File: src/rtl/prewitt_stream_ctrl.sv
// Streaming Prewitt |Gx|+|Gy| sequencer; output register loads on the edge that accepts input index o+COLS+1.
// Backpressure: out_ready low holds the output and drops in_ready; optional PREWITT_THRESH_EN adds a threshold port.
module prewitt_stream_ctrl #(
    parameter int ROWS = 242,
    parameter int COLS = 247,
    parameter int DW   = 8
) (
    input  logic          clk,
    input  logic          rst,
    input  logic          start,
    input  logic          in_valid,
    output logic          in_ready,
    input  logic [DW-1:0] in_pixel,
    output logic          out_valid,
    input  logic          out_ready,
    output logic [DW-1:0] out_pixel,
    output logic          busy,
    output logic          done
`ifdef PREWITT_THRESH_EN
    ,
    input  logic [DW-1:0] thresh
`endif
);

    localparam int TOTAL = ROWS * COLS;
    localparam int CW    = $clog2(TOTAL + 1);
    localparam int CLW   = $clog2(COLS);
    localparam int RW    = $clog2(ROWS);
    localparam int SW    = DW + 3;

    localparam logic [CW-1:0]  LAST_IDX = CW'(TOTAL - 1);
    localparam logic [CW-1:0]  TOTAL_C  = CW'(TOTAL);
    localparam logic [CW-1:0]  LAG      = CW'(COLS + 1);
    localparam logic [CLW-1:0] COL_LAST = CLW'(COLS - 1);
    localparam logic [RW-1:0]  ROW_LAST = RW'(ROWS - 1);
    localparam logic [DW-1:0]  MAXV     = {DW{1'b1}};

    typedef enum logic [1:0] {S_IDLE, S_RUN, S_DRAIN, S_FIN} state_t;
    state_t state;

    logic [CW-1:0]  in_cnt;
    logic [CLW-1:0] in_col;
    logic [CW-1:0]  ld_cnt;
    logic [RW-1:0]  ld_row;
    logic [CLW-1:0] ld_col;
    logic [CW-1:0]  ack_cnt;

    logic [DW-1:0] lb0 [COLS];
    logic [DW-1:0] lb1 [COLS];
    logic [DW-1:0] w0_t, w0_m, w0_b;
    logic [DW-1:0] w1_t, w1_m, w1_b;

    logic room, in_fire, out_fire, load, border;
    logic [DW-1:0] n_t, n_m, n_b;
    logic signed [SW-1:0] sx, sy;
    logic [SW-1:0] ax, ay;
    logic [SW:0]   mag;
    logic [DW-1:0] sat, edge_val;

    function automatic logic signed [SW-1:0] ext(input logic [DW-1:0] v);
        return $signed({3'b000, v});
    endfunction

    assign room     = !out_valid || out_ready;
    assign in_ready = (state == S_RUN) && room;
    assign in_fire  = in_valid && in_ready;
    assign out_fire = out_valid && out_ready;
    assign load     = (in_fire && (in_cnt >= LAG)) ||
                      ((state == S_DRAIN) && room && (ld_cnt != TOTAL_C));
    assign border   = (ld_row == '0) || (ld_row == ROW_LAST) ||
                      (ld_col == '0) || (ld_col == COL_LAST);

    // The incoming pixel completes the window's right column; the window is
    // centred one row up and one column left of it.
    assign n_t = lb1[in_col];
    assign n_m = lb0[in_col];
    assign n_b = in_pixel;

    always_comb begin
        sx  = (ext(w0_t) + ext(w1_t) + ext(n_t)) - (ext(w0_b) + ext(w1_b) + ext(n_b));
        sy  = (ext(w0_t) + ext(w0_m) + ext(w0_b)) - (ext(n_t) + ext(n_m) + ext(n_b));
        ax  = sx[SW-1] ? -sx : sx;
        ay  = sy[SW-1] ? -sy : sy;
        mag = {1'b0, ax} + {1'b0, ay};
        sat = (mag > {{(SW+1-DW){1'b0}}, MAXV}) ? MAXV : mag[DW-1:0];
`ifdef PREWITT_THRESH_EN
        edge_val = (sat >= thresh) ? MAXV : '0;
`else
        edge_val = sat;
`endif
    end

    always_ff @(posedge clk) begin
        if (in_fire) begin
            lb0[in_col] <= in_pixel;
            lb1[in_col] <= lb0[in_col];
            w0_t <= w1_t;
            w0_m <= w1_m;
            w0_b <= w1_b;
            w1_t <= n_t;
            w1_m <= n_m;
            w1_b <= n_b;
        end
    end

    always_ff @(posedge clk) begin
        if (rst) begin
            state     <= S_IDLE;
            in_cnt    <= '0;
            in_col    <= '0;
            ld_cnt    <= '0;
            ld_row    <= '0;
            ld_col    <= '0;
            ack_cnt   <= '0;
            out_valid <= 1'b0;
            out_pixel <= '0;
            busy      <= 1'b0;
            done      <= 1'b0;
        end else begin
            done <= 1'b0;
            case (state)
                S_IDLE: begin
                    if (start) begin
                        state   <= S_RUN;
                        busy    <= 1'b1;
                        in_cnt  <= '0;
                        in_col  <= '0;
                        ld_cnt  <= '0;
                        ld_row  <= '0;
                        ld_col  <= '0;
                        ack_cnt <= '0;
                    end
                end
                S_RUN: begin
                    if (in_fire && (in_cnt == LAST_IDX))
                        state <= S_DRAIN;
                end
                S_DRAIN: begin
                    if (out_fire && (ack_cnt == LAST_IDX)) begin
                        state <= S_FIN;
                        busy  <= 1'b0;
                        done  <= 1'b1;
                    end
                end
                default: state <= S_IDLE;
            endcase

            if (in_fire) begin
                in_cnt <= (in_cnt == LAST_IDX) ? '0 : in_cnt + 1'b1;
                in_col <= (in_col == COL_LAST) ? '0 : in_col + 1'b1;
            end

            // A load during an output handshake keeps out_valid high.
            if (load) begin
                out_valid <= 1'b1;
                out_pixel <= border ? '0 : edge_val;
                ld_cnt    <= ld_cnt + 1'b1;
                if (ld_col == COL_LAST) begin
                    ld_col <= '0;
                    ld_row <= (ld_row == ROW_LAST) ? '0 : ld_row + 1'b1;
                end else begin
                    ld_col <= ld_col + 1'b1;
                end
            end else if (out_fire) begin
                out_valid <= 1'b0;
            end

            if (out_fire)
                ack_cnt <= (ack_cnt == LAST_IDX) ? '0 : ack_cnt + 1'b1;
        end
    end

endmodule
File: config.mk
export PLATFORM = sky130hd
export DESIGN_NAME = prewitt_stream_ctrl
export DESIGN_NICKNAME = d
export VERILOG_FILES = /design/src/rtl/prewitt_stream_ctrl.sv
export SDC_FILE = /design/constraint.sdc
export NUM_CORES = 2
export LEC_CHECK = 0
export BUFFER_PORTS_ARGS = -buffer_cell sky130_fd_sc_hd__buf_2
export CORE_MARGIN = 2
export CORE_UTILIZATION = 50
export DETAILED_ROUTE_END_ITERATION = 8
export PLACE_DENSITY = 0.65
export SYNTH_ARGS = -nofsm -noshare
export SYNTH_HDL_FRONTEND = slang
export SYNTH_SLANG_ARGS = --single-unit
File: constraint.sdc
create_clock -name clk -period 26.1 [get_ports clk]
set_input_delay 2.61 -clock clk [delete_from_list [all_inputs] [get_ports clk]]
set_output_delay 2.61 -clock clk [all_outputs]
set_load 0.005 [all_outputs]
==> run metrics <==
number of instances in the synthesized netlist=7592; required time of the worst setup path=26.92 ns; setup bufs post-CTS=0; number of maximum-capacitance constraint violations=0; DRC violation total after the first TritonRoute iteration=11374; post-synth top area share=0.744; number of optimization iterations in the first detailed-route pass=6; final cycle utilization of the critical path=0.437; Core Rows=208; Mapped Nets=~7700; vias after detailed routing=80828; setup repair after global routing missed its margin=no; die outline width=572 um; antenna violations before repair=20; die area=327000 sq um; count of placed standard cells including taps=11862; layout cells sized above 1=0.264; number of enable flip-flop cells after synthesis=4000; vias per cell=between 6 and 7; clock latency on the worst-skew pair=0.99 ns; initial standard-cell utilization of the core=0.502; number of clock sinks=4093; Core Region=321000 sq um; data arrival time of the worst path=12.24 ns; DR DRC count=0; number of buffer and inverter instances along the worst setup path=5; startpoint type of the worst setup path=register; routability cong.=0.907; worst reg2reg setup slack=14.68 ns; Final #Nets=8104; Final Max Tran Viols=0; relative max-transition margin=0.0504; number of global-route vias before repair=between 80000 and 90000; end of the worst hold path=w0_m[0]; Worst Setup End Kind=register; maximum cell stage delay along the critical path=around 0.84 ns; number of storage elements in the synthesis netlist=about 4000; dominant cell type by count on the critical path=sky130_fd_sc_hd__fa_1; cell area after synthesis=161000 sq um; non-filler cells, final=~13000; Post-DP HPWL=245000 um; most used flip-flop cell after synthesis=sky130_fd_sc_hd__edfxtp_1; final WL=approximately 420000 um; setup-violating endpoint count in the final report=0; total CTS buffers=between 400 and 500; Overflow after GRT=0; clock tree buffer depth=4; fraction of synthesis flops using an asynchronous set or reset pin=0; CTS tree=yes; largest vdd supply drop=0.304 mV; biggest fanout along the worst timing path=87; Clock transition at path regs=0.06 ns; Yosys cell types=81; setup total negative slack=0 ns; I/O pin cnt=25; number of fill cells in the layout=23519; maximum achievable frequency=87.6 MHz; RR Endpoint=out_pixel[6]; start point of the worst min-delay path=w1_m[0]; worst hold margin=0.410 ns; Root Buffer=sky130_fd_sc_hd__clkbuf_16; Final Core Density=0.564; Syn Area/Cell=about 21 sq um; post-detailed-route wirelength per cell=33.6 um; global routing usage summed across all routing layers=0.259; CTS H-tree lvls=5; maximum number of pins on one net before global-route repair=249; overall die height=572 um; cell depth of the worst flop-to-flop path=28; setup clock skew after layout=0.0617 ns; fraction of the yosys area taken by sequential cells=0.756; outcome=completed; type of the worst setup path=register to register; cell area power density=just over 90 nW/um^2; post-cts repair resize count=0; area growth from synthesis to final layout=12.2%; static leakage=55.4 nW; cells taking the most area after synthesis=sky130_fd_sc_hd__edfxtp_1, sky130_fd_sc_hd__mux4_2, sky130_fd_sc_hd__dfxtp_1; type of the tightest min-delay check=register to register; biggest area consumer among synthesized cells=sky130_fd_sc_hd__edfxtp_1; transition time at the pin with the least slew margin=1.42 ns; first-pass GRT wire length=599000 um; cell count of the worst hold path=0; cell class contributing the biggest share of worst-path delay=compound AO/OA/AOI/OAI gates; Ys Warns=0; total of hold buffers inserted after clock tree synthesis=0; number of nets with antenna violations after detailed routing=0; post-layout minimum cycle time=11.42 ns; count of input and output buffers=24; number of endpoints with negative hold slack in the final report=0; post-layout total power=16.4 mW; slowest CP cell=sky130_fd_sc_hd__dfxtp_4
-- worst max-delay path by stage --
| stage | from | to | slack (ns) | depth (start not counted) |
|---|---|---|---|---|
| after floorplan | register | out_pixel[0] | 4.86 | 29 |
| after global placement | register | out_pixel[4] | 14.69 | 29 |
| after detailed placement | register | out_pixel[4] | 14.63 | 30 |
| after CTS | register | out_pixel[6] | 14.55 | 29 |
| after global routing | register | out_pixel[6] | 13.99 | 29 |
| final | register | out_pixel[6] | 14.68 | 28 |
-- layer usage --
metal	GRT usage	vias up	wire length, um
met2	0.399	4533	198000
met1	0.375	43261	167000
met3	0.0512	678	43600
met4	0.0836	6	14200
li1	-	32350	-
met5	0	-	49
-- cells by family (layout without fill, tap and decap cells) --
family	Yosys count	after routing	share of synthesized area
AOI/OAI and AO/OA	563	563	0.0240
xor gates and xnor gates	36	36	0.00195
adders and majority gates	120	120	0.0123
buffers and inverters	527	1244	0.0178
DFF	4093	4093	0.756
muxes	1220	1220	0.159
other	0	5	0
and+or+nand+nor	1033	1033	0.0290
-- power breakdown --
part	internal [mW]	switching [mW]
clock	3.32	2.51
combinational	1.24	1.92
sequential	7.43	0.0192
total	12.0	4.45
-- layout by cell type (no fill, tap or decap), drive strengths merged, types with 13 or more instances in the layout --
cell type  count
a211oi        49
a21o          13
a21oi        119
a22oi         44
a311oi        26
a31oi         29
and2          47
and3          31
buf          371
bufinv        38
clkbuf       513
clkinv       182
clkinvlp      14
dfxtp         93
edfxtp      4000
fa            65
ha            55
inv          126
mux2          13
mux2i        133
mux4        1074
nand2        304
nand2b        23
nand3         61
nand3b        14
nand4         24
nor2         395
nor2b         27
nor3          44
nor4          18
o211ai        29
o21ai         71
o221ai        23
o22ai         57
xnor2         22
xor2          14
-- flip-flops by register name, indices dropped and copies added, names as in the netlist, 16 cells and up, named ones only --
name and cells:
lb0 1976, lb1 1976, ack_cnt 16, in_cnt 16, ld_cnt 16
-- worst reg2reg max path: cells and delay by family, from the launching register on --
kind	cells	cell delay [ns]
AO/OA/AOI/OAI	13	4.32
multiplexers	3	1.41
flip-flops	1	0.84
buffers and inverters	5	2.30
AND/OR/NAND/NOR	2	0.44
adder cells (fa/ha/maj)	5	1.95
-- per-stage QoR --
step                cell area (sq um)  setup WS (ns)
floorplan                      161000           4.86
global placement               168000          14.69
detailed placement             168000          14.63
CTS                            181000          14.55
global route                   181000          13.99
finish                         181000          14.68
-- cell type report --
| class | count | area (sq um) | share of cell area |
|---|---|---|---|
| sequential | 4093 | 122000 | 0.674 |
| antenna | 5 | 12.5 | 0.0000691 |
| clock buffer | 508 | 10800 | 0.0596 |
| inverter | 117 | 449 | 0.00248 |
| tap | 4305 | 5390 | 0.0297 |
| multi-input combinational | 2972 | 36900 | 0.204 |
| timing repair buffer | 376 | 3020 | 0.0167 |
| clock inverter | 243 | 2490 | 0.0138 |
-- synthesized netlist by cell type, types with 17 or more instances --
| library cell | n |
|---|---|
| sky130_fd_sc_hd__mux4_2 | 1074 |
| sky130_fd_sc_hd__buf_6 | 55 |
| sky130_fd_sc_hd__and2_1 | 44 |
| sky130_fd_sc_hd__nor3_1 | 44 |
| sky130_fd_sc_hd__ha_1 | 55 |
| sky130_fd_sc_hd__nor4_1 | 17 |
| sky130_fd_sc_hd__a311oi_1 | 26 |
| sky130_fd_sc_hd__fa_1 | 65 |
| sky130_fd_sc_hd__buf_1 | 31 |
| sky130_fd_sc_hd__nor2_1 | 395 |
| sky130_fd_sc_hd__o221ai_1 | 23 |
| sky130_fd_sc_hd__buf_4 | 51 |
| sky130_fd_sc_hd__mux2i_1 | 133 |
| sky130_fd_sc_hd__and3_1 | 31 |
| sky130_fd_sc_hd__nand2b_1 | 23 |
| sky130_fd_sc_hd__a22oi_1 | 44 |
| sky130_fd_sc_hd__nand3_1 | 61 |
| sky130_fd_sc_hd__a21oi_1 | 119 |
| sky130_fd_sc_hd__a211oi_1 | 49 |
| sky130_fd_sc_hd__nand2_1 | 304 |
| sky130_fd_sc_hd__xnor2_1 | 22 |
| sky130_fd_sc_hd__a31oi_1 | 29 |
| sky130_fd_sc_hd__inv_1 | 114 |
| sky130_fd_sc_hd__nor2b_1 | 27 |
| sky130_fd_sc_hd__edfxtp_1 | 4000 |
| sky130_fd_sc_hd__buf_2 | 85 |
| sky130_fd_sc_hd__o211ai_1 | 28 |
| sky130_fd_sc_hd__o21ai_0 | 65 |
| sky130_fd_sc_hd__o22ai_1 | 57 |
| sky130_fd_sc_hd__clkbuf_1 | 174 |
| sky130_fd_sc_hd__nand4_1 | 24 |
| sky130_fd_sc_hd__dfxtp_1 | 93 |
No activity file was read; power rests on OpenSTA's default activity.
